--- config.mk ---
export PLATFORM = sky130hd
export DESIGN_NAME = ring_osc_freq_counter_flat
export DESIGN_NICKNAME = d
export VERILOG_FILES = /design/src/rtl/ring_osc_freq_counter_if.sv /design/src/rtl/ring_osc_freq_counter.sv /design/src/flat_wrapper.sv
export SDC_FILE = /design/constraint.sdc
export NUM_CORES = 1
export LEC_CHECK = 0
export ABC_AREA = 1
export CELL_PAD_IN_SITES_DETAIL_PLACEMENT = 1
export CELL_PAD_IN_SITES_GLOBAL_PLACEMENT = 1
export CORE_MARGIN = 2
export CORE_UTILIZATION = 41
export DETAILED_ROUTE_END_ITERATION = 16
export GPL_ROUTABILITY_DRIVEN = 0
export GPL_TIMING_DRIVEN = 0
export PLACE_DENSITY = 0.86
export REMOVE_ABC_BUFFERS = 1
export SYNTH_ARGS = -nofsm -noshare
export SYNTH_HDL_FRONTEND = slang
export SYNTH_SLANG_ARGS = --single-unit
--- constraint.sdc ---
create_clock -name clk -period 2.2 [get_ports clk]
set_input_delay 0.33 -clock clk [delete_from_list [all_inputs] [get_ports clk]]
set_output_delay 0.33 -clock clk [all_outputs]
set_load 0.05 [all_outputs]
--- src/rtl/ring_osc_freq_counter_if.sv ---
// ring_osc_freq_counter_if: measurement request/result bundle for the ring oscillator frequency counter
//   master drives osc_in, start, gate_cycles; slave drives busy, done, result, overflow
interface ring_osc_freq_counter_if #(
    parameter int GATE_W  = 16,
    parameter int COUNT_W = 16
);
    logic               osc_in;
    logic               start;
    logic [GATE_W-1:0]  gate_cycles;
    logic               busy;
    logic               done;
    logic [COUNT_W-1:0] result;
    logic               overflow;
    modport master (output osc_in, start, gate_cycles, input busy, done, result, overflow);
    modport slave  (input osc_in, start, gate_cycles, output busy, done, result, overflow);
endinterface

--- src/rtl/ring_osc_freq_counter.sv ---
// ring_osc_freq_counter: counts synchronized rising edges of osc_in over a window of gate_cycles clk cycles
//   clk, rst (async, active-high); bus.slave: osc_in, start, gate_cycles in; busy, done, result, overflow out
module ring_osc_freq_counter #(
    parameter int SYNC_STAGES = 2,
    parameter int GATE_W      = 16,
    parameter int COUNT_W     = 16
) (
    input  logic                     clk,
    input  logic                     rst,
    ring_osc_freq_counter_if.slave   bus
);
    typedef enum logic [1:0] {IDLE, COUNT, DONE} state_t;
    state_t                 r_state, w_state_n;
    logic [SYNC_STAGES-1:0] r_sync;
    logic                   r_prev;
    logic [GATE_W-1:0]      r_win, w_win_n;
    logic [COUNT_W-1:0]     r_cnt, w_cnt_n, r_result;
    logic                   r_ovf, w_ovf_n, r_overflow;
    logic                   w_edge, w_sat;
    // synchronizer and edge flop run in every state so COUNT entry never sees a stale edge
    assign w_edge = r_sync[SYNC_STAGES-1] & ~r_prev;
    assign w_sat  = &r_cnt;
    always_comb begin
        w_state_n = r_state;
        w_win_n   = r_win;
        w_cnt_n   = r_cnt;
        w_ovf_n   = r_ovf;
        case (r_state)
            IDLE: if (bus.start) begin
                w_cnt_n   = '0;
                w_ovf_n   = 1'b0;
                w_win_n   = bus.gate_cycles;
                w_state_n = (bus.gate_cycles == '0) ? DONE : COUNT;
            end
            COUNT: begin
                w_win_n = r_win - 1'b1;
                if (w_edge) begin
                    w_cnt_n = w_sat ? r_cnt : r_cnt + 1'b1;
                    w_ovf_n = r_ovf | w_sat;
                end
                if (r_win == GATE_W'(1)) w_state_n = DONE;
            end
            default: w_state_n = IDLE;
        endcase
    end
    always_ff @(posedge clk or posedge rst) begin
        if (rst) begin
            r_state    <= IDLE;
            r_sync     <= '0;
            r_prev     <= 1'b0;
            r_win      <= '0;
            r_cnt      <= '0;
            r_ovf      <= 1'b0;
            r_result   <= '0;
            r_overflow <= 1'b0;
        end else begin
            r_state <= w_state_n;
            r_sync  <= {r_sync[SYNC_STAGES-2:0], bus.osc_in};
            r_prev  <= r_sync[SYNC_STAGES-1];
            r_win   <= w_win_n;
            r_cnt   <= w_cnt_n;
            r_ovf   <= w_ovf_n;
            // publish on DONE entry so result is already valid while done is high
            if (w_state_n == DONE) begin
                r_result   <= w_cnt_n;
                r_overflow <= w_ovf_n;
            end
        end
    end
    assign bus.busy     = r_state != IDLE;
    assign bus.done     = r_state == DONE;
    assign bus.result   = r_result;
    assign bus.overflow = r_overflow;
endmodule

--- src/flat_wrapper.sv ---
// flat-port wrapper written by rule: the top's interface ports become plain ports
module ring_osc_freq_counter_flat 
#(
    parameter int SYNC_STAGES = 2,
    parameter int GATE_W      = 16,
    parameter int COUNT_W     = 16
)
  (clk, rst, bus_osc_in, bus_start, bus_gate_cycles, bus_busy, bus_done, bus_result, bus_overflow);
  ring_osc_freq_counter_if #(.GATE_W(GATE_W), .COUNT_W(COUNT_W)) bus_i ();
  input  logic clk;
  input  logic rst;
  input wire logic [$bits(bus_i.osc_in)-1:0] bus_osc_in;
  input wire logic [$bits(bus_i.start)-1:0] bus_start;
  input wire logic [$bits(bus_i.gate_cycles)-1:0] bus_gate_cycles;
  output wire logic [$bits(bus_i.busy)-1:0] bus_busy;
  output wire logic [$bits(bus_i.done)-1:0] bus_done;
  output wire logic [$bits(bus_i.result)-1:0] bus_result;
  output wire logic [$bits(bus_i.overflow)-1:0] bus_overflow;
  assign bus_i.osc_in = bus_osc_in;
  assign bus_i.start = bus_start;
  assign bus_i.gate_cycles = bus_gate_cycles;
  assign bus_busy = bus_i.busy;
  assign bus_done = bus_i.done;
  assign bus_result = bus_i.result;
  assign bus_overflow = bus_i.overflow;
  ring_osc_freq_counter #(.SYNC_STAGES(SYNC_STAGES), .GATE_W(GATE_W), .COUNT_W(COUNT_W)) u_core (.clk(clk), .rst(rst), .bus(bus_i));
endmodule
==> results of run 1 <==
==> registers in the layout, indices dropped and copies added (netlist names) <==
register	count
u_core.bus.result	16
u_core.r_cnt	16
u_core.r_win	16
u_core.r_state	2
u_core.r_sync	2
u_core.bus.overflow	1
u_core.r_ovf	1
u_core.r_prev	1
==> layout by cell type, fill, tap and decap left out, drive strengths merged, types with 2 or more instances in the layout <==
cell type / netlist / layout
clkbuf: 0 / 5
nor2: 58 / 58
nor3: 5 / 5
nand4: 14 / 14
inv: 41 / 41
nand2: 165 / 165
o21ai: 9 / 9
dfrtp: 55 / 55
xor2: 2 / 2
a21oi: 3 / 3
clkdlybuf4s50: 0 / 38
o211ai: 9 / 9
ha: 3 / 3
and2: 7 / 7
nand3: 50 / 50
or2: 2 / 2
==> layer usage <==
layer / share of wire, % / global-route usage, %
met1: 48 / 29.60
met2: 48 / 35.79
met3: 3.0 / 3.626
met4: 1.1 / 5.392
met5: 0 / 0
==> worst reg2reg max path: stages (launching register included) <==
cell     delay (ns)
dfrtp_1        0.49
nor2_2         0.20
nand2_2        0.36
nand2_2        0.38
nor2_1         0.08
a21oi_1        0.12
nand2_1        0.10
nand2_1        0.07
nand2_1        0.05
==> area by class of cell <==
| type | count | area share [%] |
|---|---|---|
| Tap cell | 102 | 3.331 |
| Inverter | 41 | 4.278 |
| Multi-Input combinational cell | 330 | 43.24 |
| Clock inverter | 2 | 0.9798 |
| Clock buffer | 5 | 1.796 |
| Timing Repair Buffer | 39 | 10.45 |
| Sequential cell | 55 | 35.92 |
==> repair_timing <==
item                                    CTS  global route
resized for setup                         0             2
endpoints found under the setup margin    0             1
hold endpoints to repair                  0             0
==> power by group <==
group / total, mW / switching (mW) / leakage (nW) / internal (mW)
Sequential: 1.57 / 0.286 / 0.705 / 1.29
Combinational: 1.53 / 0.994 / 1.05 / 0.538
Clock: 0.686 / 0.353 / 0.0502 / 0.334
==> per-stage QoR <==
stage                     cells  hold WS (ns)
final                       574        0.3624
after global routing        574        0.3901
after CTS                   574        0.3647
after detailed placement    567        0.3477
after global placement      566        0.3348
after floorplan             426        0.3312
==> cell families (layout without fill, tap and decap cells) <==
group	Yosys count	after routing
buf+inv	50	87
compound gates	24	24
fa+ha+maj	3	3
xor+xnor	2	2
simple gates	301	301
flops	55	55
==> worst max path at each step <==
| stage | from | end | slack [ns] |
|---|---|---|---|
| floorplan | rst | u_core.bus.overflow | 0.53 |
| global placement | rst | u_core.bus.result[8] | -0.64 |
| detailed placement | bus_start | u_core.bus.result[8] | -0.03 |
| CTS | u_core.r_state[0] | bus_busy | 0.08 |
| global route | u_core.r_state[0] | bus_busy | 0.02 |
| finish | u_core.r_state[0] | bus_busy | 0.09 |
==> key figures, run 1 <==
CTS
  • H-tree levels: 2
  • Setup Fix Bufs, Post-CTS: 0
  • Root Driver: clkbuf_8
  • Clock latency at the later pin of the worst-skew pair: about 0.32 ns
  • Hold buffer count at CTS: 0
  • Clock tree buffer depth: 2
  • TritonCTS clock tree: built
  • Clk slew on worst S/H paths: 0.11 ns
  • CTS buffer count: 5
  • Clock Sinks: 55

Floorplanning
  • Height of the die: roughly 93 um
  • Die Outline Area: ~8700 um2
  • # rows: 32
  • # IOs: 39
  • Initial Util: 42.33%
  • Core ar.: 7727 um2
  • Chip Width: slightly above 90 um

Timing
  • TNS Setup: 0 ns
  • Max transition margin: 59.99%
  • Worst-Margin Slew: roughly 0.60 ns
  • Worst Skew: 0.01247 ns
  • RSZ-0062 raised after global routing: false
  • Final setup margin: roughly 0.089 ns
  • Tmin final: 2.111 ns
  • Fmax: between 400 and 500 MHz
  • Fin. Hold Viols: 0
  • Final setup vio count: 0
  • Final Max Slew Viols: 0
  • Fin crit share: 95.94%

Synth
  • Synth top area share: roughly 42%
  • Cell with the most instances after synthesis: nand2_1
  • Post-synthesis compound-gate area fraction: approximately 5.0%
  • Mux share of post-synthesis cell area: 0%
  • Yosys warns: 0
  • Synthesized flop and latch total: 55
  • Post-synth cell types: 36
  • Commonest cells post-synth: nand2_1, dfrtp_1, nor2_1
  • Largest area contributor in the netlist: dfrtp_1
  • Register area share after synthesis: around 42%
  • Number of synthesized flops with an enable pin: 0
  • Xor/xnor share of the synthesized area: less than 1%
  • Largest family of logic cells by synthesized area: simple AND/OR/NAND/NOR gates
  • Simple-gate share of the synthesized area: 43.99%
  • Async set or reset register ratio after synthesis: between 90% and 100%
  • Synthesized area: approximately 3300 um2
  • Synth Area per Inst: between 7 and 8 um2
  • Commonest register cell after synthesis: dfrtp_1
  • Top cells by area, synth: dfrtp_1, nand2_1, nand3_1
  • Syn Inst Count: 435
  • Post-Synth Adder-Cell Area: around 1.1%

Global routing
  • First-pass GRT wire length: ~15000 um
  • Largest net degree at the start of global routing: 31
  • All-layer global routing usage: around 22%
  • Initial antenna violation count: 0
  • GR Overflow Total: 0
  • Vias in the first global route: approximately 3100

Setup path
  • Critical Path AT: between 1.5 and 2 ns
  • Crit path buf inv count: 2
  • Highest cell delay on the worst timing path: roughly 0.8 ns
  • Critical Path RT: roughly 1.9 ns
  • Critical Path End Type: primary output
  • Crit path max-delay cell type: clkdlybuf4s50_1
  • Cell family with most CP delay: buffers and inverters
  • Kind of critical path: register to primary output
  • Critical path depth: 3
  • Startpoint types: register
  • Worst Reg-to-Reg Cells: 8
  • FF-to-FF End: u_core.bus.result[14]
  • Reg2reg setup slack: 0.27 ns
  • Worst path cell trace: nor2_2 > inv_1 > clkdlybuf4s50_1
  • Max FO, Critical Path: 6
  • R2R Path Start: u_core.r_state[0]

Min path
  • Hold endpoint: u_core.r_sync[1]
  • HP Class: register to register
  • Hold_sp: u_core.r_sync[0]
  • Worst hold stages: 0

Flow run
  • Max Cap Viol: 0

Route
  • ANT nets after route: 0
  • Detailed Route WL: 8574 um
  • Drt pass-1 iters: 4
  • DR vias: around 3000
  • Drt via density: between 5 and 6
  • Remaining DRCs: 0
  • DRT iter0 DRCs: ~100
  • WL/cell: around 15 um

Layout
  • Fin area: ~3800 um2
  • Final core occ: between 40% and 50%
  • Multi-input logic area: ~1700 um2
  • Layout Nets: a little under 500
  • Sequential cell area: approximately 1400 um2
  • Area Growth Syn to Fin: 17.14%
  • Ant diodes: 0
  • Ratio of cells with drive above 1 in the final layout: a little under an eighth
  • Filler cells: 1000

Run status
  • Outcome: finished, final reports clean

Place
  • IO buf count: 38
  • Pre-CTS setup slack: -0.02981 ns
  • Final HPWL DP: approximately 6200 um
  • Area after DPL: between 3000 and 4000 um2

Pwr
  • Pwr Density: 989.2 nW/um2
  • Leak pwr: around 1.8 nW
  • Total power: 3.790 mW
  • Peak VDD IR: 472.2 uV
Note: power is estimated with default switching activity, not from simulation.
==> inputs of run 2 (changes only) <==
--- a/config.mk
+++ b/config.mk
@@ -6,10 +6,12 @@
 export NUM_CORES = 1
 export LEC_CHECK = 0
 export ABC_AREA = 1
+export ABC_CLOCK_PERIOD_IN_PS = 2200
 export CELL_PAD_IN_SITES_DETAIL_PLACEMENT = 1
 export CELL_PAD_IN_SITES_GLOBAL_PLACEMENT = 1
 export CORE_MARGIN = 2
 export CORE_UTILIZATION = 41
+export CTS_CLUSTER_DIAMETER = 80
 export DETAILED_ROUTE_END_ITERATION = 16
 export GPL_ROUTABILITY_DRIVEN = 0
 export GPL_TIMING_DRIVEN = 0
==> results of run 2 <==
Final layout, timing and power as in run 1 (identical DEF).
==> inputs of run 3 (changes only) <==
--- a/config.mk
+++ b/config.mk
@@ -6,7 +6,6 @@
 export NUM_CORES = 1
 export LEC_CHECK = 0
 export ABC_AREA = 1
-export ABC_CLOCK_PERIOD_IN_PS = 2200
 export CELL_PAD_IN_SITES_DETAIL_PLACEMENT = 1
 export CELL_PAD_IN_SITES_GLOBAL_PLACEMENT = 1
 export CORE_MARGIN = 2
==> results of run 3 <==
Final layout, timing and power as in run 1 (identical DEF).
